$ cat src/rtl/br_predictor_gen2.sv
// Two-bit saturating-counter branch direction predictor, bimodal or gshare indexed,
// with a speculative global history that is repaired from the ROB snapshot on a mispredict.
module br_predictor_gen2 #(
    parameter int         PHT_BITS  = 8,
    parameter int         HIST_BITS = 8,
    parameter int         MODE      = 0,
    parameter logic [1:0] CNT_INIT  = 2'b01
) (
    input  logic                 clk_in,
    input  logic                 rst_in,
    input  logic                 rdy_in,
    input  logic [31:0]          qry_pc,
    input  logic                 qry_fire,
    output logic                 pred_taken,
    output logic [PHT_BITS-1:0]  pred_idx,
    output logic [HIST_BITS-1:0] pred_ghr,
    input  logic                 upd_valid,
    input  logic [PHT_BITS-1:0]  upd_idx,
    input  logic [HIST_BITS-1:0] upd_ghr,
    input  logic                 upd_taken,
    input  logic                 upd_mispred,
    output logic [31:0]          stat_commits,
    output logic [31:0]          stat_mispreds
);

    localparam int   ENTRIES = 1 << PHT_BITS;
    localparam logic USE_GHR = (MODE == 1);

    logic [1:0]           pht_reg [ENTRIES];
    logic [1:0]           cnt_cur;
    logic [1:0]           cnt_next;
    logic [HIST_BITS-1:0] ghr_reg;
    logic [HIST_BITS-1:0] ghr_next;
    logic [HIST_BITS-1:0] ghr_fire;
    logic [HIST_BITS-1:0] ghr_fix;
    logic [31:0]          commits_reg;
    logic [31:0]          mispreds_reg;
    logic [PHT_BITS-1:0]  pc_idx;
    logic [PHT_BITS-1:0]  ghr_ext;
    logic                 upd_en;
    logic                 fix_en;
    logic                 unused_bits;

    assign upd_en = rdy_in & upd_valid;
    assign fix_en = upd_en & upd_mispred;

    assign unused_bits = ^{qry_pc[31:PHT_BITS+2], qry_pc[1:0], upd_ghr[HIST_BITS-1]};

    // Indexing: history is zero-extended and only folded in for gshare.
    assign pc_idx = qry_pc[PHT_BITS+1:2];

    always_comb begin
        ghr_ext                  = '0;
        ghr_ext[HIST_BITS-1:0]   = ghr_reg;
    end

    assign pred_idx   = pc_idx ^ (ghr_ext & {PHT_BITS{USE_GHR}});
    assign pred_taken = pht_reg[pred_idx][1];
    assign pred_ghr   = ghr_reg;

    generate
        if (HIST_BITS == 1) begin : g_hist1
            assign ghr_fire = pred_taken;
            assign ghr_fix  = upd_taken;
        end else begin : g_histn
            assign ghr_fire = {ghr_reg[HIST_BITS-2:0], pred_taken};
            assign ghr_fix  = {upd_ghr[HIST_BITS-2:0], upd_taken};
        end
    endgenerate

    // A mispredict repair takes priority over a speculative shift in the same cycle.
    always_comb begin
        ghr_next = ghr_reg;
        if (fix_en) begin
            ghr_next = ghr_fix;
        end else if (rdy_in && qry_fire) begin
            ghr_next = ghr_fire;
        end
    end

    assign cnt_cur = pht_reg[upd_idx];

    always_comb begin
        cnt_next = cnt_cur;
        if (upd_taken && cnt_cur != 2'b11) begin
            cnt_next = cnt_cur + 2'd1;
        end else if (!upd_taken && cnt_cur != 2'b00) begin
            cnt_next = cnt_cur - 2'd1;
        end
    end

    always_ff @(posedge clk_in or posedge rst_in) begin
        if (rst_in) begin
            for (int i = 0; i < ENTRIES; i++) begin
                pht_reg[i] <= CNT_INIT;
            end
        end else if (upd_en) begin
            pht_reg[upd_idx] <= cnt_next;
        end
    end

    always_ff @(posedge clk_in or posedge rst_in) begin
        if (rst_in) begin
            ghr_reg      <= '0;
            commits_reg  <= '0;
            mispreds_reg <= '0;
        end else begin
            ghr_reg <= ghr_next;
            if (upd_en) begin
                commits_reg <= commits_reg + 32'd1;
            end
            if (fix_en) begin
                mispreds_reg <= mispreds_reg + 32'd1;
            end
        end
    end

    assign stat_commits  = commits_reg;
    assign stat_mispreds = mispreds_reg;

endmodule

$ cat config.mk
export PLATFORM = sky130hd
export DESIGN_NAME = br_predictor_gen2
export DESIGN_NICKNAME = d
export VERILOG_FILES = /design/src/rtl/br_predictor_gen2.sv
export SDC_FILE = /design/constraint.sdc
export NUM_CORES = 1
export LEC_CHECK = 0
export ABC_AREA = 1
export BUFFER_PORTS_ARGS = -buffer_cell sky130_fd_sc_hd__buf_2
export CAP_MARGIN = 10
export CELL_PAD_IN_SITES_DETAIL_PLACEMENT = 1
export CELL_PAD_IN_SITES_GLOBAL_PLACEMENT = 2
export CORE_MARGIN = 2
export CORE_UTILIZATION = 35
export CTS_BUF_LIST = sky130_fd_sc_hd__clkbuf_4 sky130_fd_sc_hd__clkbuf_8
export DETAILED_ROUTE_END_ITERATION = 8
export GPL_TIMING_DRIVEN = 1
export PLACE_DENSITY_LB_ADDON = 0.1
export REMOVE_ABC_BUFFERS = 1
export SLEW_MARGIN = 0
export SYNTH_ARGS = -nofsm -noshare
export SYNTH_HDL_FRONTEND = slang
export SYNTH_SLANG_ARGS = --single-unit
$ cat constraint.sdc
create_clock -name clk_in -period 26.3 [get_ports clk_in]
set_input_delay 5.26 -clock clk_in [delete_from_list [all_inputs] [get_ports clk_in]]
set_output_delay 5.26 -clock clk_in [all_outputs]
set_load 0.03 [all_outputs]
Word-level counts from Yosys, hierarchy flattened. Index checks and enable logic that the tools add are counted.

Bits in registers: 584. Input bits: 55.

Mux-type cells: 13. $add $sub $neg: 4. Reductions and logical operators: 7. Bitwise gates (word level): 4. Equal/unequal tests: 1. Magnitude comparators: 3.

Operators with widths (count): $bwmux W512 (1); $add A32 B1 Y32 const B (2); $bmux W2 S8 (2); $ge A9 B9 Y1 const B (2); $not A8 Y9 (2); $demux W2 S8 (1); $mux W8 (2); $mux W2 (7); $lt A9 B1 Y1 const B (1); $logic_and A1 B1 Y1 (4); $reduce_bool A2 Y1 (2); $add A2 B1 Y2 const B (1); $and A1 B1 Y1 (2); $ne A2 B2 Y1 const B (1); $sub A2 B1 Y2 const B (1); $logic_not A1 Y1 (1).

Depth between registers and ports, before layout.
Depth after elaboration: 9. Gate-level depth with buffers: 26. Gate-level depth less buffers: 22.

Worst setup path after synthesis. OpenSTA, ideal clock, no wires.

Kind: input-to-output. From: in qry_pc[2]. To: out pred_taken. Slack: 14126 ps. Arrival time: 6914 ps. Data required time: 21040 ps. Stages: 13. Cells stage by stage: clkbuf_1 -> clkbuf_1 -> clkbuf_1 -> nor2_1 -> o22ai_1 -> nand2_1 -> nand3_1 -> nand3_1 -> nand2_1 -> nand2_1 -> nand3_1 -> nand3_1 -> nand2_1.

Cells in the longest elaborated chain, start to end: 4.

RTL lines: start, declared (line 12) `input logic [31:0] qry_pc,`; $not A8 Y9 (implied by the code) (line 58) `assign pred_taken = pht_reg[pred_idx][1];`; $bmux W2 S8 (line 58); $mux W2 (implied by the code) (2 in series) (line 58); end, declared (line 14) `output logic pred_taken,`.

Every way passes these cells. The select of a mux whose other input is x is not followed.

Worst setup path in the final report. Ends and elaborated chain as after synthesis.

==> reports/qor.csv <==
stage,metric,value,unit
run_status,status,completed,
pwr,Cell Pwr Density,59.7,nW/um^2
global_routing,global-route wire length before repair,221,mm
placement,number of port buffers,110,
finish,"commonest non-fill, non-tap cell in the layout",nand2_1,
clock_tree,H-tree levels,3,
setup_path,Setup CP Type,input port to output pin,
finish,Largest register FFs,512,
global_routing,largest net degree at the start of global routing,187,
global_routing,antenna violations before repair,1,
synthesis,compound-gate portion of the synthesized area,5.13,%
clock_tree,CTS Root Cell,clkbuf_8,
timing,"Hold Vio Cnt, Final",0,
synthesis,post-synthesis sequential area ratio,44.4,%
timing,Setup TNS Final,0,ns
synthesis,Yosys warnings,0,
timing,Max Fclk,71.3,MHz
setup_path,Worst Reg-to-Reg Cells,20,
floorplanning,Rows,113,
clock_tree,Clock Sinks,584,
global_routing,total global-route track usage,29.8,%
floorplanning,Die Y,314,microns
hold_path,Worst Hold Depth,1,
drt,DR iter-0 viols,2240,
pwr,Power Total,2.24,mW
setup_path,Crit path required time,21.04,ns
finish,Nets,4954,
placement,placed cell area,34900,sq um
pwr,Leakage,17.7,nW
synthesis,synth unique cells,34,
pwr,Max VDD drop,0.0302,mV
timing,Max Clock Skew,0.0421,ns
clock_tree,Clock Tree Buf Depth,3,
synthesis,simple-gate area share of the yosys netlist,39.7,%
drt,Vias,33500,
setup_path,Critical Path Start Type,input port,
synthesis,multiplexer share of the synthesized area,0,%
global_routing,total global routing overflow,0,
synthesis,XOR/XNOR Fraction of Synth Area,1.56,%
timing,max_slew headroom,18.6,%
placement,hpwl dp,82.2,mm
clock_tree,clock-pin slew on the worst setup and hold paths,0.05,ns
finish,most frequent cells in the layout,"2,007 x nand2_1, 622 x nand3_1, 409 x inv_1",
timing,fin. max-slew vios,0,
setup_path,Worst Path Arrival,8.76,ns
synthesis,largest family of logic cells by synthesized area,simple AND/OR/NAND/NOR gates,
timing,period utilisation layout,53.3,%
synthesis,Post-Synth Adder-Cell Area,0.149,%
synthesis,mapped cell area,33600,sq um
floorplanning,die width,314,microns
timing,Final Setup Violations,0,
floorplanning,Ports,136,
placement,Routability Congestion,0.804,
drt,via/cell ratio,5.36,
hold_path,Worst Hold Class,flip-flop to flip-flop,
drt,Routed Antenna Nets,0,
drt,router iterations before antenna repair,5,
finish,Layout area overhead,11.4,%
drt,total wire length,147,mm
clock_tree,hold buffer count at cts,0,
finish,fillcell total,12200,
job,MaxCap Viol Count,0,
timing,Tightest Pin Transition,1.22,ns
drt,Routed wire per std cell,23.5,microns
synthesis,"Avg Cell Area, Syn",6.83,sq um
setup_path,crit path max fanout,75,
setup_path,CP Capture Type,output pin,
floorplanning,Initial Util,35.4,%
synthesis,Mapped Cells,4921,
clock_tree,Setup Buffers After CTS,0,
finish,Final Cell Area,37400,sq um
timing,worst hold margin,0.460,ns
floorplanning,core area,95000,sq um
timing,Tmin final,14.02,ns
clock_tree,# resized after CTS,0,
floorplanning,DIE AREA,98500,sq um
clock_tree,CTS tree,built,
synthesis,post-synthesis sequential element count,584,
clock_tree,clk_lat worst skew,0.79,ns
global_routing,vias in the first global route,34500,
drt,DRC violations left,0,
timing,RSZ-0062 raised after global routing,no,
finish,layout cell share with drive strength beyond 1,13.3,%
clock_tree,Num CTS Buffers,112,
power breakdown:
part / internal (mW) / switching, mW / leakage [nW]
clock network: 0.577 / 0.442 / 1.35
registers: 0.936 / 0.0240 / 7.12
logic: 0.0504 / 0.207 / 9.21
total: 1.56 / 0.673 / 17.7
cells by family after synthesis:
group,Yosys count
AOI/OAI and AO/OA,319
xor gates and xnor gates,60
adders and majority gates,4
buffers and inverters,742
DFF,584
and+or+nand+nor,3212
stage by stage:
step / util, % / cells / worst slack (ns)
finish: 39.4 / 6259 / 12.28
global route: 39.4 / 6258 / 12.03
CTS: 39.4 / 6257 / 12.29
detailed placement: 36.8 / 6046 / 12.30
global placement: 36.8 / 6046 / 12.34
floorplan: - / 4612 / 5.12
layer usage:
layer,vias to the layer above,GRT usage [%],routed length [microns]
met4,0,9.32,4580
met5,-,0,0
met1,16900,40.1,66500
li1,15600,-,-
met2,826,48.9,68000
met3,212,4.81,7810
worst paths after layout:
path                                                end  slack (ns)                    startpoint
setup / recovery                             pred_taken       12.28                     qry_pc[2]
hold reg to reg            stat_commits[31]$_DFFE_PP0P_        0.46  stat_commits[31]$_DFFE_PP0P_
min in group asynchronous       pht_reg[89]$_DFFE_PP0P_        4.66                        rst_in
hold / removal             stat_commits[31]$_DFFE_PP0P_        0.46  stat_commits[31]$_DFFE_PP0P_
max in group asynchronous  stat_mispreds[0]$_DFFE_PP0P_       18.56                        rst_in
setup reg to reg                pht_reg[20]$_DFFE_PP1P_       20.72      pht_reg[344]$_DFFE_PP1P_
cell type report:
cell class	instances	area, sq um	share of cell area (%)
inverters	433	1640	4.38
clock buffers	191	2380	6.37
multi-input cells	3595	15700	42.0
repair buffers	169	1050	2.80
clock inverters	20	133	0.354
flip-flops and latches	584	14900	39.9
diodes	2	5.00	0.0134
well taps	1265	1580	4.23
critical path, stage by stage:
cell,delay [ns]
buf_6,0.30
buf_4,0.74
buf_4,0.71
o21ai_0,0.23
o22ai_1,0.22
nand2_1,0.08
nand3_1,0.14
nand3_1,0.16
nand2_1,0.11
nand2_1,0.06
nand3_1,0.06
nand3_1,0.07
nand2_1,0.19
buf_2,0.24
cell usage after synthesis:
master / n / area [sq um]
nor4b_1: 1 / 8.76
buf_1: 38 / 143
nand2_1: 2010 / 7540
clkbuf_1: 154 / 578
ha_1: 4 / 50.1
o21ai_1: 12 / 60.1
clkbuf_4: 2 / 15.0
xor2_1: 44 / 385
buf_6: 2 / 22.5
o221ai_1: 1 / 8.76
nand3b_1: 2 / 15.0
nor2_2: 2 / 12.5
buf_2: 78 / 390
inv_2: 3 / 11.3
nand2_2: 1 / 6.26
dfrtp_1: 328 / 8210
o21ai_0: 180 / 901
inv_1: 423 / 1590
nor4_1: 10 / 62.6
nor2_1: 283 / 1060
clkinv_1: 7 / 26.3
dfstp_2: 256 / 6730
nor3_1: 213 / 1070
a22oi_1: 27 / 203
nor3b_1: 1 / 7.51
xnor2_1: 16 / 140
a21oi_1: 58 / 290
nand3_1: 623 / 3120
buf_4: 35 / 263
nand4_1: 65 / 407
o22ai_1: 37 / 231
nor4_4: 1 / 21.3
o211ai_1: 3 / 22.5
a21oi_2: 1 / 8.76
Power figures use the tool's default switching activity.
